## src/rtl/xc_mmul_unit.sv

```systemverilog
// Purpose: XCrypto wide-result unit for xc.mmul.3 / xc.madd.3 / xc.msub.3 -> {rsp_hi, rsp_lo}.
// Latency: MMUL valid STEPS edges after accept; MADD/MSUB/illegal valid one edge after accept.
// Backpressure: one op in flight; req_ready only in IDLE, result held in DONE until rsp_ready.
module xc_mmul_unit #(
  parameter int XLEN       = 32,
  parameter int RADIX_BITS = 2
) (
  input  logic            g_clk,
  input  logic            g_reset,
  input  logic            flush,
  input  logic            req_valid,
  output logic            req_ready,
  input  logic [1:0]      req_op,
  input  logic [XLEN-1:0] req_rs1,
  input  logic [XLEN-1:0] req_rs2,
  input  logic [XLEN-1:0] req_rs3,
  output logic            rsp_valid,
  input  logic            rsp_ready,
  output logic [XLEN-1:0] rsp_lo,
  output logic [XLEN-1:0] rsp_hi,
  output logic            rsp_err
);

  localparam int STEPS = XLEN / RADIX_BITS;
  localparam int CW    = (STEPS > 1) ? $clog2(STEPS) : 1;
  localparam int SW    = $clog2(2 * XLEN);

  typedef enum logic [1:0] {IDLE, BUSY, DONE} state_t;

  state_t            state;
  logic [2*XLEN-1:0] acc;
  logic [XLEN-1:0]   mcand;
  logic [XLEN-1:0]   mplier;
  logic [CW-1:0]     count;
  logic              illegal;

  logic [2*XLEN-1:0] op_a;
  logic [2*XLEN-1:0] op_b;
  logic [2*XLEN-1:0] op_c;
  logic [2*XLEN-1:0] pp;
  logic [SW-1:0]     shamt;
  logic              accept;
  logic              last_step;

  assign req_ready = (state == IDLE) && !flush && !g_reset;
  assign accept    = req_valid && req_ready;
  assign last_step = (count == CW'(STEPS - 1));

  // Result data is exposed only while a response is presented; partial sums stay hidden.
  assign rsp_lo = (state == DONE) ? acc[XLEN-1:0]      : '0;
  assign rsp_hi = (state == DONE) ? acc[2*XLEN-1:XLEN] : '0;

  // Zero-extended operands and the current radix partial product.
  always_comb begin
    op_a  = {{XLEN{1'b0}}, req_rs1};
    op_b  = {{XLEN{1'b0}}, req_rs2};
    op_c  = {{XLEN{1'b0}}, req_rs3};
    shamt = SW'(count) * SW'(RADIX_BITS);
    pp    = ({{XLEN{1'b0}}, mcand} *
             {{(2*XLEN-RADIX_BITS){1'b0}}, mplier[RADIX_BITS-1:0]}) << shamt;
  end

  // Control FSM plus datapath registers. Single-cycle ops pass through one BUSY cycle
  // with a zero multiplier on the final step, so every op reaches DONE through the same
  // BUSY->DONE transition and all response flags are loaded in one place.
  always_ff @(posedge g_clk) begin
    if (g_reset) begin
      state     <= IDLE;
      acc       <= '0;
      mcand     <= '0;
      mplier    <= '0;
      count     <= '0;
      illegal   <= 1'b0;
      rsp_valid <= 1'b0;
      rsp_err   <= 1'b0;
    end else begin
      case (state)
        IDLE: begin
          if (accept) begin
            state   <= BUSY;
            mcand   <= req_rs1;
            illegal <= 1'b0;
            case (req_op)
              2'b00: begin
                acc    <= op_c;
                mplier <= req_rs2;
                count  <= '0;
              end
              2'b01: begin
                acc    <= op_a + op_b + op_c;
                mplier <= '0;
                count  <= CW'(STEPS - 1);
              end
              2'b10: begin
                acc    <= op_a - op_b - op_c;
                mplier <= '0;
                count  <= CW'(STEPS - 1);
              end
              default: begin
                acc     <= '0;
                mplier  <= '0;
                count   <= CW'(STEPS - 1);
                illegal <= 1'b1;
              end
            endcase
          end
        end
        BUSY: begin
          if (flush) begin
            state <= IDLE;
          end else begin
            acc    <= acc + pp;
            mplier <= mplier >> RADIX_BITS;
            count  <= count + CW'(1);
            if (last_step) begin
              state     <= DONE;
              rsp_valid <= 1'b1;
              rsp_err   <= illegal;
            end
          end
        end
        DONE: begin
          if (flush || rsp_ready) begin
            state     <= IDLE;
            rsp_valid <= 1'b0;
            rsp_err   <= 1'b0;
          end
        end
        default: begin
          state     <= IDLE;
          rsp_valid <= 1'b0;
          rsp_err   <= 1'b0;
        end
      endcase
    end
  end

endmodule
```

## config.mk

```make
export PLATFORM = sky130hd
export DESIGN_NAME = xc_mmul_unit
export DESIGN_NICKNAME = d
export VERILOG_FILES = /design/src/rtl/xc_mmul_unit.sv
export SDC_FILE = /design/constraint.sdc
export NUM_CORES = 1
export LEC_CHECK = 0
export CAP_MARGIN = 0
export CORE_ASPECT_RATIO = 2
export CORE_MARGIN = 4
export CORE_UTILIZATION = 61
export DETAILED_ROUTE_END_ITERATION = 10
export DONT_BUFFER_PORTS = 1
export PLACE_DENSITY = 0.81
export SKIP_LAST_GASP = 1
export SYNTH_ARGS = -nofsm -noshare
export SYNTH_HDL_FRONTEND = slang
export SYNTH_SLANG_ARGS = --single-unit
```

## constraint.sdc

```tcl
create_clock -name g_clk -period 5.7 [get_ports g_clk]
set_input_delay 0.855 -clock g_clk [delete_from_list [all_inputs] [get_ports g_clk]]
set_output_delay 0.855 -clock g_clk [all_outputs]
set_load 0.01 [all_outputs]
```

==> out/results.ini, run 1 <==
[run_status]
outcome = did not finish
stop_stage = global routing (5_1_grt)
error = [ERROR GRT-0232] Routing congestion too high. Check the congestion heatmap in the GUI.

[yosys]
ys_types = 88
synth_fp_nets = 3127
async_reset_ff_share_pct = 0
synth_edf_count = 0
syn-cell-area_um2 = 20000
ys.flop_type = dfxtp_1
synthCells = 2797
synth_seq_cells = 137
synth_area_per_cell_um2 = 7.15
yosys_warnings = 0
yosysSeqAreaShare_pct = 13.7

[floorplanning]
die_h_um = 264
rows = 93
ios = 170
dieWidth_um = 136
initial_utilization_pct = 62.0

[place]
port_buffers = 0
hpwlAfterDp_um = 70600
gp_congestion = 1.12
dp_cells = 3554
placed_area_um2 = 23600

[clock_tree]
clock_sinks = 137
cts_max_level = 4
cts_buffers = 17
root_buffer = clkbuf_16
ctsLongestPathBuffers = 2
cts_hold_buffers = 0

[global_route]
grt-ovfl-total = 87
grt_max_degree = 138
grt.total_usage_pct = 68.7

[timing]
worst_endpoint_kind = register input
crit_endpoint = acc[56]$_SDFFE_PP0P_/D

[through the flow]
| step | setup WS [ns] | hold WS [ns] | utilization [%] | setup TNS [ns] |
|---|---|---|---|---|
| 4_1_cts | -0.124 | 0.459 | 78.5 | -1.03 |
| 2_1_floorplan | 0.00507 | 0.437 | - | 0 |
| 3_3_place_gp | -0.688 | 0.448 | 73.3 | -17.72 |
| 3_5_place_dp | -0.733 | 0.452 | 73.3 | -21.64 |
[layer usage]
metal / global-route usage [%] / overflow
met5: 13.0 / 0
met4: 74.3 / 33
met3: 49.0 / 3
met2: 90.5 / 50
met1: 63.8 / 1
[timing repair]
action / in CTS
buffers inserted: 33
resized for setup: 176
gates cloned: 2
pin swaps: 102
setup endpoints to repair: 39
[synth_stat cells, drive strengths merged, types with 37 or more instances]
cell	instances	area (um2)
a21oi	303	1520
nor2	282	1060
nand2	243	912
ha	190	2380
o21ai	179	903
and2	146	913
dfxtp	137	2740
clkbuf	130	488
inv	122	458
xnor2	103	902
a21o	97	728
nor3	86	435
nand3	58	290
xor2	53	464
a211oi	50	375
mux2i	49	490
a221oi	42	368
fa	37	741
[cell families after synthesis]
group,share of synthesized area (%)
simple gates,23.5
compound gates,31.0
fa+ha+maj,15.6
mux,4.31
xor+xnor,6.83
flops,13.7
buf+inv,5.11
==> inputs of run 2 (changes only) <==
Settings changed: CORE_ASPECT_RATIO 2 to unset, CORE_UTILIZATION 61 to 40, PLACE_DENSITY 0.81 to unset, PLACE_DENSITY_LB_ADDON set to 0.15.
Clock period 5.7 ns to 7.4 ns, I/O delays scaled along.
==> run 2 against run 1 <==
Against the previous run: the flow now finishes without violations; synthesized cell count unchanged; area after synthesis did not move.
==> out/results.ini, run 2 <==
[timing]
hold_violations = 0
slew_headroom_pct = 29.1
worst_pin_slew_ns = 1.06
fin_crit_ns = 6.85
min_period_over_period_pct = 92.6
rsz0062_at_grt = no
drv_slew = 0
fmax_mhz = 146
clock_skew_ns = 0.0213
fin_ws_ns = 0.549
setup_violations = 0
tns_ns = 0

[global_route]
grt-ovfl-total = 0
antenna_found_initial = 6
grt.total_usage_pct = 28.0
grt_first_pass_wirelength_um = 118000
grt_pass1_vias = 19900
grt_max_degree = 138

[layout]
multiInputGateArea_um2 = 16300
nNetsFinal = 3027
fin_area_um2 = 21200
nFillCells = 5160
top_register = acc
syn_to_final_growth_pct = 5.86
layout_common_cells = a21oi_1, nor2_1, nand2_1, ha_1, o21ai_0
final_core_util_pct = 43.1
final_layout_size_suffix_gt1_share_pct = 4.58
top_regs = acc x64, mcand x32, mplier x32
seq_area_um2 = 2740
largest_reg_flops = 64
final_common_cell = a21oi_1

[routing]
drt_drc_violations_left = 0
wl_per_cell_um = 22.9
viasPerCell = 6.24
first_iter_violations = 2038
via_count = 21100
drtPass1Iterations = 7
postRouteAntennaNets = 0
drt-total-wl_um = 77500

[place]
port_buffers = 0  ; unchanged
hpwlAfterDp_um = 61200  ; -13%
placed_area_um2 = 20500  ; -13%
gp_congestion = 0.971  ; -13%
pre_cts_ws_ns = 0.400  ; +1.13 ns

[yosys]
ys.flop_type = dfxtp_1
synth_area_per_cell_um2 = 7.15  ; unchanged
synth_edf_count = 0  ; unchanged
yosysSeqAreaShare_pct = 13.7  ; unchanged
ys_types = 88  ; unchanged
synth_seq_cells = 137  ; unchanged
synth_most_common_cell = a21oi_1
synthCells = 2797  ; unchanged
synth.top_cell.area_share_pct = 13.7  ; unchanged
yosys_warnings = 0  ; unchanged
syn-cell-area_um2 = 20000  ; unchanged
yosys.area.top_type = dfxtp_1
netlist_top_cells_area = dfxtp_1, ha_1, a21oi_1
synth_fp_nets = 3127  ; unchanged
synth_common_cells = a21oi_1, nor2_1, nand2_1, ha_1, o21ai_0
async_reset_ff_share_pct = 0  ; unchanged

[floorplanning]
initial_utilization_pct = 40.7  ; -21 points
core_area_um2 = 49200
rows = 81  ; -13%
dieWidth_um = 232  ; +70%
ios = 170  ; unchanged
die_h_um = 232  ; -12%
dieArea_um2 = 53600

[critical_path]
cp.arrival_ns = 7.28
timing.rr.end = acc[56]
reg2reg_slack_ns = 0.55
worstPathRequired_ns = 7.83
critPathLaunchType = flop
worstPathMaxFanout = 26
reg2reg_depth = 24
crit_type = flop to flop
r2r_start = mplier[0]
critPathCaptureType = flop

[min_path]
worstHoldStart = illegal
min_path_type = flop to flop
min_path_cells = 2
hold_path_end = illegal

[clock_tree]
clock_latency_ns = 0.51
cts_tree = built
cts_buffers = 17  ; unchanged
root_buffer = clkbuf_16
clock_sinks = 137  ; unchanged
path_clk_slew_ns = 0.08
cts_hold_buffers = 0  ; unchanged
cts_max_level = 4  ; unchanged
ctsLongestPathBuffers = 2  ; unchanged

[pwr]
leakage_nw = 8.96
powerDensity_nw_per_um2 = 155
ir_worst_vdd_mv = 0.145

[run_status]
outcome = completed

[flow_run]
maxCapViolCount = 0

==> run 2: cell counts after synthesis <==
No cell type changed its count.
==> run 2: how the worst max path moves through the flow <==
stage / from / endpoint / slack [ns] / cells after the start
after CTS: mplier[0] / acc[56] / 0.41 / 24
after detailed placement: mplier[0] / acc[56] / 0.40 / 24
after global routing: mplier[0] / acc[56] / 0.004 / 25
final: mplier[0] / acc[56] / 0.55 / 24
after floorplan: mplier[0] / acc[56] / 1.42 / 27
after global placement: mplier[0] / acc[56] / 0.41 / 24
==> run 2: layout make-up <==
class | count | area share, %
Tap cell | 664 | 3.93
Multi-Input combinational cell | 2390 | 76.9
Antenna cell | 2 | 0.0236
Inverter | 124 | 2.20
Timing Repair Buffer | 27 | 0.958
Sequential cell | 137 | 13.0
Clock inverter | 13 | 0.899
Clock buffer | 19 | 2.14
==> run 2: cells by family after synthesis <==
group	count (synthesis)	share of synthesized area, %
AND/OR/NAND/NOR	978	23.5
AO/OA/AOI/OAI	955	31.0
buffers and inverters	270	5.11
adder cells (fa/ha/maj)	227	15.6
XOR/XNOR	156	6.83
flip-flops	137	13.7
multiplexers	74	4.31
==> run 2: metal layers <==
layer | routed length [um] | GRT usage, % | vias to the layer above
met1 | 34000 | 37.1 | 10100
met5 | 29 | 0 | -
met3 | 5500 | 5.95 | 141
met4 | 2190 | 8.16 | 4
li1 | - | - | 10000
met2 | 35700 | 46.0 | 777
==> run 2: worst max-delay path, stage by stage (launching register included) <==
cell and delay (ns):
dfxtp_1 0.51, buf_4 0.33, and2_1 0.17, ha_1 0.30, and4_1 0.29, nand3_1 0.19
or3b_1 0.44, a21oi_1 0.28, a21oi_1 0.18, xor2_1 0.38, nor2_1 0.08, a21oi_1 0.14
o21ai_1 0.15, mux4_2 0.52, ha_1 0.40, a21o_1 0.23, a2111oi_0 0.39, a21oi_1 0.17
nand4bb_1 0.21, a211o_1 0.34, a31o_2 0.26, a21oi_2 0.28, o2111a_1 0.25, a21oi_1 0.05
a311oi_1 0.24
==> run 2: metrics by stage <==
stage	instances	power (mW)	hold slack (ns)
finish	3376	3.28	0.466
floorplan	2797	1.92	0.437
global placement	3342	2.27	0.451
detailed placement	3342	2.27	0.458
CTS	3374	3.28	0.468
global route	3374	3.48	0.484
==> run 2: power breakdown <==
part / total (mW) / internal, mW / leakage [nW] / switching [mW]
sequential: 0.831 / 0.781 / 1.12 / 0.0493
clock: 0.989 / 0.584 / 0.315 / 0.405
combinational: 1.46 / 0.577 / 7.53 / 0.879
total: 3.28 / 1.94 / 8.96 / 1.33
==> run 2: what timing repair did <==
action / in CTS / in global routing
setup buffers: 0 / 0
setup endpoints to repair: 0 / 3
gates resized for setup: 0 / 1
Note: power is estimated with default switching activity, not from simulation.
